### config.mk
export PLATFORM = sky130hd
export DESIGN_NAME = vslc_insn_fetch
export DESIGN_NICKNAME = d
export VERILOG_FILES = /design/src/rtl/vslc_insn_fetch.sv
export SDC_FILE = /design/constraint.sdc
export NUM_CORES = 1
export LEC_CHECK = 0
export CAP_MARGIN = 20
export CELL_PAD_IN_SITES_DETAIL_PLACEMENT = 1
export CELL_PAD_IN_SITES_GLOBAL_PLACEMENT = 1
export CORE_MARGIN = 3
export CORE_UTILIZATION = 35
export CTS_CLUSTER_SIZE = 16
export DETAILED_ROUTE_END_ITERATION = 16
export PLACE_DENSITY_LB_ADDON = 0.2
export SKIP_LAST_GASP = 1
export SLEW_MARGIN = 20
export SYNTH_ARGS = -nofsm -noshare
export SYNTH_HDL_FRONTEND = slang
export SYNTH_SLANG_ARGS = --single-unit
export TNS_END_PERCENT = 30
### constraint.sdc
create_clock -name clk -period 2.6 [get_ports clk]
set_clock_uncertainty 0.05 [all_clocks]
set_input_delay 0.52 -clock clk [delete_from_list [all_inputs] [get_ports clk]]
set_output_delay 0.52 -clock clk [all_outputs]
set_load 0.03 [all_outputs]
### src/rtl/vslc_insn_fetch.sv
// Instruction fetch front end: seeks an EEPROM byte reader, pairs bytes into
// 16-bit words and queues them in a 2-entry FIFO for the core.
module vslc_insn_fetch #(
  parameter int          SEEK_CYCLES  = 2,
  parameter logic [15:0] RESET_VECTOR = 16'h0000
) (
  input  logic        clk,
  input  logic        rst_n,
  input  logic        rd_ready,
  input  logic [7:0]  rd_byte,
  output logic        goto_address,
  output logic [15:0] address,
  output logic        hold_n,
  input  logic        jump,
  input  logic [15:0] jump_target,
  output logic        insn_valid,
  output logic [15:0] insn,
  output logic [15:0] insn_addr,
  input  logic        insn_ready,
  output logic        overflow
);

  typedef enum logic [1:0] {IDLE, SEEK, HI, LO} state_t;

  localparam int CW = (SEEK_CYCLES > 1) ? $clog2(SEEK_CYCLES) : 1;

  state_t        state;
  logic [CW-1:0] seek_cnt;
  logic          rd_ready_q;
  logic [7:0]    hi_byte;
  logic [15:0]   fetch_addr;
  logic [1:0]    count;
  logic [15:0]   q_insn [2];
  logic [15:0]   q_addr [2];

  logic          accept;
  logic          push;
  logic          pop;
  logic [15:0]   new_insn;
  logic [15:0]   jump_addr;

  // Only a fresh rising edge of rd_ready counts as a new byte.
  assign accept    = rd_ready && !rd_ready_q && (state == HI || state == LO);
  assign push      = accept && (state == LO) && (count != 2'd2);
  assign pop       = insn_valid && insn_ready;
  assign new_insn  = {hi_byte, rd_byte};
  assign jump_addr = {jump_target[15:1], 1'b0};

  assign insn_valid = (count != 2'd0);
  assign hold_n     = (count != 2'd2);
  assign insn       = q_insn[0];
  assign insn_addr  = q_addr[0];

  // NOTE: sequential state uses non-blocking assignments only, so every
  // right-hand side below reads the value from before this clock edge.
  always_ff @(posedge clk or negedge rst_n) begin
    if (!rst_n) begin
      state        <= IDLE;
      seek_cnt     <= '0;
      rd_ready_q   <= 1'b0;
      hi_byte      <= 8'h00;
      fetch_addr   <= RESET_VECTOR;
      address      <= RESET_VECTOR;
      goto_address <= 1'b0;
      overflow     <= 1'b0;
      count        <= 2'd0;
      // NOTE: the FIFO storage is reset too because insn/insn_addr must read
      // zero during reset; a plain data array would normally be left unreset.
      for (int i = 0; i < 2; i++) begin
        q_insn[i] <= 16'h0000;
        q_addr[i] <= 16'h0000;
      end
    end else begin
      rd_ready_q <= rd_ready;
      if (jump) begin
        // Redirect wins over any push/pop this cycle and drops a held high byte.
        count        <= 2'd0;
        hi_byte      <= 8'h00;
        fetch_addr   <= jump_addr;
        address      <= jump_addr;
        goto_address <= 1'b1;
        seek_cnt     <= '0;
        state        <= SEEK;
      end else begin
        case (state)
          IDLE: begin
            fetch_addr   <= RESET_VECTOR;
            address      <= RESET_VECTOR;
            goto_address <= 1'b1;
            seek_cnt     <= '0;
            state        <= SEEK;
          end
          SEEK: begin
            if (seek_cnt == CW'(SEEK_CYCLES - 1)) begin
              goto_address <= 1'b0;
              state        <= HI;
            end else begin
              seek_cnt <= seek_cnt + CW'(1);
            end
          end
          HI: begin
            if (accept) begin
              hi_byte <= rd_byte;
              state   <= LO;
            end
          end
          LO: begin
            if (accept) begin
              state <= HI;
              if (count == 2'd2) overflow   <= 1'b1;
              else               fetch_addr <= fetch_addr + 16'd2;
            end
          end
          default: state <= IDLE;
        endcase

        case ({push, pop})
          2'b10: begin
            q_insn[count[0]] <= new_insn;
            q_addr[count[0]] <= fetch_addr;
            count            <= count + 2'd1;
          end
          2'b01: begin
            q_insn[0] <= q_insn[1];
            q_addr[0] <= q_addr[1];
            count     <= count - 2'd1;
          end
          2'b11: begin
            // Only reachable with one entry: the new word replaces the head.
            q_insn[0] <= new_insn;
            q_addr[0] <= fetch_addr;
          end
          default: ;
        endcase
      end
    end
  end

endmodule

==> summary.md, run 1 <==
| Metric | Value |
|---|---|
| Port Buffers | `78` |
| Top post-synthesis cells by area | `dfrtp_1, mux2_2, mux2_4` |
| Post-CTS Resized | `0` |
| First-pass GRT wire length | `~25000 um` |
| YS warnings | `0` |
| Die X-Extent | `roughly 140 um` |
| Gr ovfl total | `0` |
| Slew of the pin with the lowest slew margin | `0.922 ns` |
| EDFF count, synth | `0` |
| Met2 usage | `around 25%` |
| Setup crit end kind | `primary output` |
| H-tree depth | `3` |
| Clk sinks | `about 110` |
| Total Power | `5300 uW` |
| Synth unique cells | `56` |
| Area share of the largest cell type after synthesis | `a little under half` |
| Critical path required time | `slightly above 2 ns` |
| Synthesized area per cell | `approximately 11 um^2` |
| Fillcell total | `~1700` |
| VDD IR-drop max | `325 uV` |
| CP Max Fanout | `10` |
| Critical path arrival | `around 1.8 ns` |
| Top FF cell, synth | `dfrtp_1` |
| Worst-path clk slew | `0.07 ns` |
| Hold Buf Count CTS | `0` |
| MaxCap Viol Count | `0` |
| Root Driver | `clkbuf_16` |
| WS Path Type | `flip-flop to primary output` |
| Final WL | `~15000 um` |
| Area Growth Syn to Fin | `19.0%` |
| Min-Delay Path Class | `input port to asynchronous set/reset pin` |
| Final hold vios | `0` |
| ANT cells | `0` |
| Site row count | `46` |
| DRT antenna net count | `0` |
| Fmax | `around 420 MHz` |
| PnR worst setup slack | `~0.21 ns` |
| CP max-delay cell | `clkdlybuf4s50_1` |
| Met1 usage | `about a quarter` |
| Clk_lat worst skew | `roughly 0.35 ns` |
| CORE AREA | `roughly 16000 um^2` |
| I/O pins | `~80` |
| Post-CTS Setup Bufs | `0` |
| Max_slew headroom | `37.9%` |
| Total number of vias | `roughly 4200` |
| Async set or reset register ratio after synthesis | `100%` |
| Starting Density | `between 30% and 40%` |
| Sequential element share of the synthesized area | `~47%` |
| Critical path startpoint category | `flip-flop` |
| Final min period | `between 2 and 2.5 ns` |
| Final setup vio count | `0` |
| Vias in the first global route | `4588` |
| Routed WL per cell | `roughly 19 um` |
| Placer Congestion | `0.826` |
| Largest net degree at the start of global routing | `between 40 and 50` |
| Crit-path cells | `or2_2 > clkdlybuf4s50_1` |
| Clock Path Buffers | `2` |
| Final period util | `91.7%` |
| Status | `completed` |
| TritonRoute pass-1 iters | `4` |
| RSZ-0062 raised after global routing | `no` |
| Die area | `between 15000 and 20000 um^2` |
| Pre-CTS setup slack | `-0.0826 ns` |
| Die height | `around 140 um` |
| Largest stage delay, worst path | `0.61 ns` |
| Residual DRC count | `0` |
| Via density per instance | `around 5.3` |
| Max-slew violations | `0` |
| Num CTS Buffers | `9` |
| Syn nets | `563` |
| Share of cells above drive strength 1 | `between 10% and 20%` |
| Leak | `approximately 0.0032 uW` |
| Initial DRC Count | `294` |
| Aggregate global-route resource usage | `between 10% and 20%` |
| TritonCTS clock tree | `yes` |
| Fin nets | `approximately 600` |
| Post-synthesis cell count | `roughly 530` |
| DPL Wire Length | `just over 10000 um` |
| Met3 usage | `approximately 3.4%` |
| Synthesized cell area | `slightly below 6000 um^2` |
| Busiest grt layer | `met1` |
| Pwr/cell area | `765 nW/um^2` |
| Synth area leader | `dfrtp_1` |
| Antenna violations before repair | `0` |
| Synth Register Bits | `109` |
[layout make-up]
| class | count | area, um^2 | area share (%) |
|---|---|---|---|
| multi-input combinational | 341 | 2620 | 37.7 |
| timing repair buffer | 102 | 983 | 14.2 |
| clock inverter | 7 | 90.1 | 1.30 |
| sequential | 109 | 2730 | 39.4 |
| clock buffer | 9 | 225 | 3.25 |
| tap | 216 | 270 | 3.90 |
| inverter | 5 | 18.8 | 0.271 |
[state kept, by name, summed over array words and instances (netlist names)]
signal	cells
insn	16
insn_addr	16
q_insn	16
address	15
fetch_addr	15
q_addr	15
hi_byte	8
count	2
state	2
goto_address	1
overflow	1
rd_ready_q	1
seek_cnt	1
[cells by family (layout without fill, tap and decap cells)]
group                      count (synthesis)  in the layout  synth area share [%]
other                                      1              1                0.0644
muxes                                     95             95                  19.3
adders and majority gates                  1              1                 0.215
and+or+nand+nor                          108            108                  9.60
buffers and inverters                     83            123                  8.59
DFF                                      109            109                  46.8
AOI/OAI and AO/OA                        136            136                  15.4
[power breakdown]
part	switching [uW]	total, uW	leakage (uW)	internal (uW)
Sequential	245	2220	0.00143	1980
Combinational	861	1590	0.00162	730
Clock	646	1490	0.000151	840
Total	1750	5300	0.00320	3550
[path summary, 6_finish.rpt]
check	startpoint	to	slack [ns]	cells after the start
setup / recovery	count[0]	insn_valid	0.21	2
hold / removal	rst_n	insn[10]	0.02	1
setup reg to reg	count[1]	fetch_addr[4]	0.28	4
hold reg to reg	address[14]	address[14]	0.43	2
max in group asynchronous	rst_n	fetch_addr[10]	1.82	2
min in group clk	address[14]	address[14]	0.43	2
[cells in the final DEF, fill, tap and decap left out, types with 4 or more instances in the layout]
cell / netlist / routed
mux2i_1: 34 / 34
nor2_1: 8 / 8
buf_4: 37 / 23
o2bb2ai_1: 4 / 4
nand4_1: 6 / 6
nor4_1: 4 / 4
a22o_1: 9 / 9
mux2_4: 26 / 26
inv_1: 5 / 5
nand3_1: 10 / 10
clkbuf_16: 0 / 9
clkdlybuf4s50_1: 0 / 77
o31ai_1: 4 / 4
nand2b_1: 10 / 10
dfrtp_1: 109 / 109
o21ai_0: 54 / 54
a22oi_1: 35 / 35
a21oi_1: 9 / 7
nand2_1: 42 / 42
nor3_1: 6 / 6
mux2_2: 35 / 35
[worst max-delay path: cells and delay by family (launching register included)]
family                 cells  cell delay [ns]
buffers and inverters      1             0.61
and+or+nand+nor            1             0.38
DFF                        1             0.48
[synthesized netlist by cell type, types with 4 or more instances]
library cell / number
a22oi_1: 35
o2bb2ai_1: 4
a21oi_1: 9
mux2_4: 26
nand4_1: 6
nor2b_1: 4
a22o_1: 9
mux2_2: 35
nand3_1: 10
nand2b_1: 10
nor2_1: 8
o31ai_1: 4
buf_2: 4
o21ai_0: 54
dfrtp_1: 109
buf_4: 37
nand2_1: 42
nor4_1: 4
mux2i_1: 34
inv_1: 5
nor3_1: 6
clkbuf_1: 29
[metrics by stage]
stage | cells | setup TNS (ns) | instance area [um^2] | hold WS (ns) | util [%]
finish | 789 | 0 | 6930 | 0.0210 | 43.2
detailed placement | 773 | -1.39 | 6610 | 0.410 | 41.2
global route | 789 | 0 | 6930 | 0.0352 | 43.2
floorplan | 533 | 0 | 5830 | 0.174 | -
global placement | 773 | -0.512 | 6610 | 0.406 | 41.2
CTS | 789 | 0 | 6920 | 0.0242 | 43.1
[routing by layer]
metal | vias up | part of all wire (%)
li1 | 1971 | -
met1 | 2141 | 51
met2 | 83 | 43
met3 | 14 | 4.2
met4 | 0 | 1.5
met5 | - | 0
Power figures use the tool's default switching activity.
==> run 2, diff against run 1 <==
- ABC_AREA: default -> 1
- CORE_UTILIZATION: 35 -> 40
==> summary.md, run 2 <==
| Metric | Value |
|---|---|
| Fmax | `443 MHz` |
| Final min period | `between 2 and 2.5 ns` |
| Residual DRC count | `0` |
| Synth area leader | `dfrtp_1` |
| Top post-synthesis cells by area | `dfrtp_1, nand2_1, o21ai_0` |
| Site row count | `40` |
| DPL Wire Length | `~9500 um` |
| Slew of the pin with the lowest slew margin | `approximately 0.60 ns` |
| Critical path startpoint category | `flip-flop` |
| Placer Congestion | `roughly 0.8` |
| Gr ovfl total | `0` |
| Share of cells above drive strength 1 | `slightly above 6%` |
| Final hold vios | `0` |
| Fillcell total | `1527` |
| Final WL | `approximately 13000 um` |
| Min-Delay Path Class | `input port to asynchronous set/reset pin` |
| Register Area | `~2700 um^2` |
| Worst-path clk slew | `0.07 ns` |
| Synthesized cell area | `a little over 5000 um^2` |
| Multi-input logic area | `1870 um^2` |
| DRT antenna net count | `0` |
| Post-synthesis cell count | `between 600 and 700` |
| Commonest cells after routing, fill and taps aside | `nand2_1, dfrtp_1, clkdlybuf4s50_1` |
| Synth Register Bits | `109` |
| Port Buffers | `78` |
| Synth top cells by count | `nand2_1, dfrtp_1, o21ai_0` |
| Critical path required time | `2.03 ns` |
| Fin nets | `around 710` |
| YS warnings | `0` |
| Clk_lat worst skew | `~0.35 ns` |
| Status | `completed` |
| Critical path arrival | `1.69 ns` |
| Antenna violations before repair | `0` |
| CORE AREA | `12400 um^2` |
| Clk sinks | `109` |
| Initial DRC Count | `201` |
| Vias in the first global route | `around 4500` |
| CP Max Fanout | `6` |
| Most common cell after layout, fill and taps aside | `nand2_1` |
| Die height | `120 um` |
| Synth unique cells | `27` |
| First-pass GRT wire length | `22700 um` |
| Sequential element share of the synthesized area | `52.6%` |
| WS Path Type | `flip-flop to primary output` |
| EDFF count, synth | `0` |
| Synthesized area per cell | `about 8.1 um^2` |
| H-tree depth | `3` |
| Final setup vio count | `0` |
| TritonCTS clock tree | `yes` |
| Clock Path Buffers | `2` |
| Starting Density | `42.0%` |
| Async set or reset register ratio after synthesis | `between 90% and 100%` |
| Via density per instance | `just over 5` |
| Pwr/cell area | `1120 nW/um^2` |
| Final period util | `around 87%` |
| Area share of the largest cell type after synthesis | `between 50% and 60%` |
| Die area | `roughly 14000 um^2` |
| Die X-Extent | `between 100 and 150 um` |
| Max-slew violations | `0` |
| Largest net degree at the start of global routing | `between 40 and 50` |
| Hold Buf Count CTS | `0` |
| Leak | `~0.0030 uW` |
| ANT cells | `0` |
| TritonRoute pass-1 iters | `4` |
| Max_slew headroom | `around three fifths` |
| Total Power | `around 7000 uW` |
| Total number of vias | `approximately 4300` |
| Post-CTS Resized | `0` |
| Syn nets | `around 670` |
| Aggregate global-route resource usage | `between 10% and 20%` |
| VDD IR-drop max | `just over 400 uV` |
| Routed WL per cell | `15.4 um` |
| Layout Utilization | `about half` |
| Area Growth Syn to Fin | `20.2%` |
| MaxCap Viol Count | `0` |
| Root Driver | `clkbuf_16` |
| I/O pins | `81` |
| Num CTS Buffers | `9` |
| Post-CTS Setup Bufs | `0` |
| RSZ-0062 raised after global routing | `no` |
| Setup TNS | `0 ns` |
| Top FF cell, synth | `dfrtp_1` |
| Top-count cell post-synth | `nand2_1` |
| Setup crit end kind | `primary output` |
run 2: cell types whose count changed after synthesis, sizes merged, moves of 6 or more:
cell	previous run	this run
buf	49	55
nor2	8	40
clkbuf	29	7
mux2	61	0
mux2i	34	0
o21ai	54	74
a22oi	35	1
nand3	10	38
nand2	42	199
nand2b	10	0
a21oi	10	39
inv	5	51
run 2: power by group:
group          leakage (uW)  switching (uW)  internal (uW)
registers           0.00136             437           2340
clock network      0.000143             593            797
logic               0.00149            1740           1060
total               0.00300            2760           4200
run 2: final timing paths:
path / startpoint / end / slack (ns) / cells past startpoint
min reg2reg: insn[12] / insn[12] / 0.43 / 2
max in group asynchronous: rst_n / seek_cnt / 1.69 / 2
min: rst_n / insn[3] / 0.12 / 1
max: count[0] / hold_n / 0.34 / 3
max reg2reg: count[0] / insn_addr[12] / 0.66 / 9
min in group clk: insn[12] / insn[12] / 0.43 / 2
run 2: through the flow:
stage | std cells | hold WS, ns | instance area, um^2 | worst slack [ns]
floorplan | 639 | 0.174 | 5190 | 0.885
global placement | 841 | 0.404 | 5940 | 0.238
detailed placement | 841 | 0.414 | 5940 | 0.204
CTS | 856 | 0.137 | 6240 | 0.329
global route | 856 | 0.156 | 6240 | 0.260
finish | 856 | 0.121 | 6240 | 0.343
run 2: logic make-up after synthesis:
family / count (synthesis) / synth area share (%)
AO/OA/AOI/OAI: 126 / 12.9
other: 1 / 0.0723
adder cells (fa/ha/maj): 1 / 0.241
XOR/XNOR: 1 / 0.169
flip-flops: 109 / 52.6
AND/OR/NAND/NOR: 288 / 22.7
buffers and inverters: 113 / 11.3
run 2: worst max-delay path: stages (launching register included):
cell,delay (ns)
dfrtp_1,0.43
inv_2,0.08
nand2_2,0.13
clkdlybuf4s50_1,0.69
run 2: area by class of cell:
| type | instances | share of cell area, % |
|---|---|---|
| Sequential cell | 109 | 43.7 |
| Multi-Input combinational cell | 417 | 30.1 |
| Timing Repair Buffer | 96 | 15.0 |
| Clock buffer | 14 | 4.23 |
| Tap cell | 168 | 3.37 |
| Inverter | 51 | 3.07 |
| Clock inverter | 1 | 0.482 |
run 2: metal layers:
layer  wire length, um  track usage [%]  part of all wire, %  vias up
li1                  -                -                    -     2104
met1              6500             28.4                   49     2147
met2              5850             29.3                   44       76
met3               598             3.58                  4.5       13
met4               209             7.09                  1.6        0
met5                 0                0                    0        -
==> run 3, diff against run 2 <==
- CAP_MARGIN: 20 -> 15
==> results of run 3 <==
No change in the layout: final DEF, timing and power equal those of run 2.
==> edit (settings of run 1) <==
Change the parameter `SEEK_CYCLES` from 2 to 4.
--- a/src/rtl/vslc_insn_fetch.sv
+++ b/src/rtl/vslc_insn_fetch.sv
@@ -2,5 +2,5 @@
 // 16-bit words and queues them in a 2-entry FIFO for the core.
 module vslc_insn_fetch #(
-  parameter int          SEEK_CYCLES  = 2,
+  parameter int          SEEK_CYCLES  = 4,
   parameter logic [15:0] RESET_VECTOR = 16'h0000
 ) (
Formal check against the unedited RTL: not equivalent (Yosys sat finds a counterexample within 4 cycles, from zero or initial values and one cycle with rst_n low).
==> edit against run 1 <==
- area after synthesis grew 1.3%
- synthesized cell count grew 6.0%
- highest routed layer unchanged
- critical path depth is the same
- first-iteration DRC count grew 3.1%
- sequential cell count grew 1
- largest cell class unchanged
- final area grew 0.25%
- via count grew 4.3%
- hold slack gained 0.094 ns
- wire length grew 1.2%
- sequential power grew 2%
- setup slack lost 0.052 ns
- combinational power grew 6%
- count of clock-buffer cells in the layout grew 4
- total power grew 0.28%
- critical endpoint unchanged
==> edit: results (changes against run 1) <==
- Clock root cell: clkbuf_16
- Vias in the first global route: 4738 (+3.3%)
- WS Path Type: reg2out
- Library cells used by synthesis: 54 (-3.6%)
- Final #Nets: 626 (+4.7%)
- Largest net degree at the start of global routing: 64 (+52%)
- Worst Path Arrival: 1.87 ns (+0.05 ns)
- Initial DRC Count: 303 (+3.1%)
- Reg-to-Reg End: insn[12]$_DFFE_PN0P_
- Top post-synthesis cells by area: dfrtp_1, mux2_4, mux2_2
- Register-to-Register Path Depth: 5 (+1)
- Routability cong.: 0.787 (-4.8%)
- Ys Warns: 0 (unchanged)
- GRT Overall Usage: 0.170 (-0.000943)
- Critical Path Max Stage Delay: 0.63 ns (+0.02 ns)
- HPWL after DPL: 10100 um (-1.2%)
- Commonest cells in the synthesized netlist: dfrtp_1, nand2_1, o21ai_0
- Seq/Total Area, Yosys: 0.466 (-0.00172)
- Vias: 4390 (+4.3%)
- R2R Setup Slk: 0.56 ns (+0.28 ns)
- Lkg Pwr: 3.10 nW (-3.2%)
- Mapped Nets: 596 (+5.9%)
- Slew @ Worst Pin: 0.943 ns (+0.0209 ns)
- VDD IR max: 0.368 mV (+13%)
- First-pass GRT wire length: 25300 um (+0.55%)
- CTS Buf Count: 9 (unchanged)
- Main flop type after synthesis: dfrtp_1
- Layout cells sized above 1: 0.178 (-0.0171)
- RR Startpoint: count[0]$_DFFE_PN0P_
- Drt pass-1 iters: 4 (unchanged)
- Status: finished, final reports clean
- Async set-reset flop share out of synthesis: 1.00 (unchanged)
- Crit Path Max Fanout: 9 (-1)
- Dpl ws: 0.0619 ns (+0.144 ns)
- DP Area: 0.00666 mm2 (+0.78%)
- Fin crit period: 2.44 ns (+0.0522 ns)
- Routed len/inst: 18.4 um (-2.1%)
## edit: cell count changes after synthesis, sizes merged, moves of 4 or more
| cell | delta |
|---|---|
| a22oi | -31 |
| mux2i | -33 |
| nor2 | +5 |
| nand2 | +33 |
| inv | +4 |
| o31ai | -4 |
| nand2b | -9 |
| a21oi | +31 |
| a22o | +5 |
| a32o | +31 |
| clkbuf | -11 |
| buf | +14 |
## edit: through the flow
| stage | std cells | util |
|---|---|---|
| after detailed placement | 800 | 0.412 |
| after floorplan | 565 | - |
| after global routing | 816 | 0.430 |
| final | 816 | 0.430 |
| after CTS | 816 | 0.430 |
| after global placement | 800 | 0.412 |
## edit: worst register-to-register path: cells and delay by family, from the launching register on
family | cells | cell delay [ns]
DFF | 1 | 0.50
AOI/OAI and AO/OA | 4 | 1.10
buffers and inverters | 1 | 0.31
## edit: how the worst min path moves through the flow
stage | startpoint | end | slack (ns)
4_1_cts | rst_n | address[14]$_DFFE_PN0P_ | 0.14
6_report | rst_n | address[14]$_DFFE_PN0P_ | 0.11
5_1_grt | rst_n | address[14]$_DFFE_PN0P_ | 0.16
3_5_place_dp | insn_addr[13]$_DFFE_PN0P_ | insn_addr[13]$_DFFE_PN0P_ | 0.42
2_1_floorplan | rst_n | address[10]$_DFFE_PN0P_ | 0.17
3_3_place_gp | address[14]$_DFFE_PN0P_ | address[14]$_DFFE_PN0P_ | 0.41
## edit: layer usage
metal  global-route usage  wire length, um
met3               0.0218              516
met2                0.254             6560
met4               0.0482              163
met1                0.258             7760
met5                    0                0
## edit: power by group
group	switching [mW]	total [mW]	leakage [nW]	internal [mW]
combinational	0.972	1.69	1.51	0.719
sequential	0.254	2.26	1.45	2.01
clock	0.635	1.36	0.142	0.728
## edit: cell type report
type / count / area (um2)
Inverter: 10 / 37.5
Multi-Input combinational cell: 364 / 2590
Timing Repair Buffer: 100 / 1010
Fill cell: 1757 / 9230
Tap cell: 216 / 270
Clock buffer: 13 / 270
Sequential cell: 110 / 2750
Clock inverter: 3 / 17.5
## edit: cell families after synthesis
logic type | after synthesis | synth area share
flip-flops | 110 | 0.466
adder cells (fa/ha/maj) | 2 | 0.00424
multiplexers | 61 | 0.133
AND/OR/NAND/NOR | 135 | 0.110
buffers and inverters | 91 | 0.0950
other | 1 | 0.000636
AO/OA/AOI/OAI | 165 | 0.191
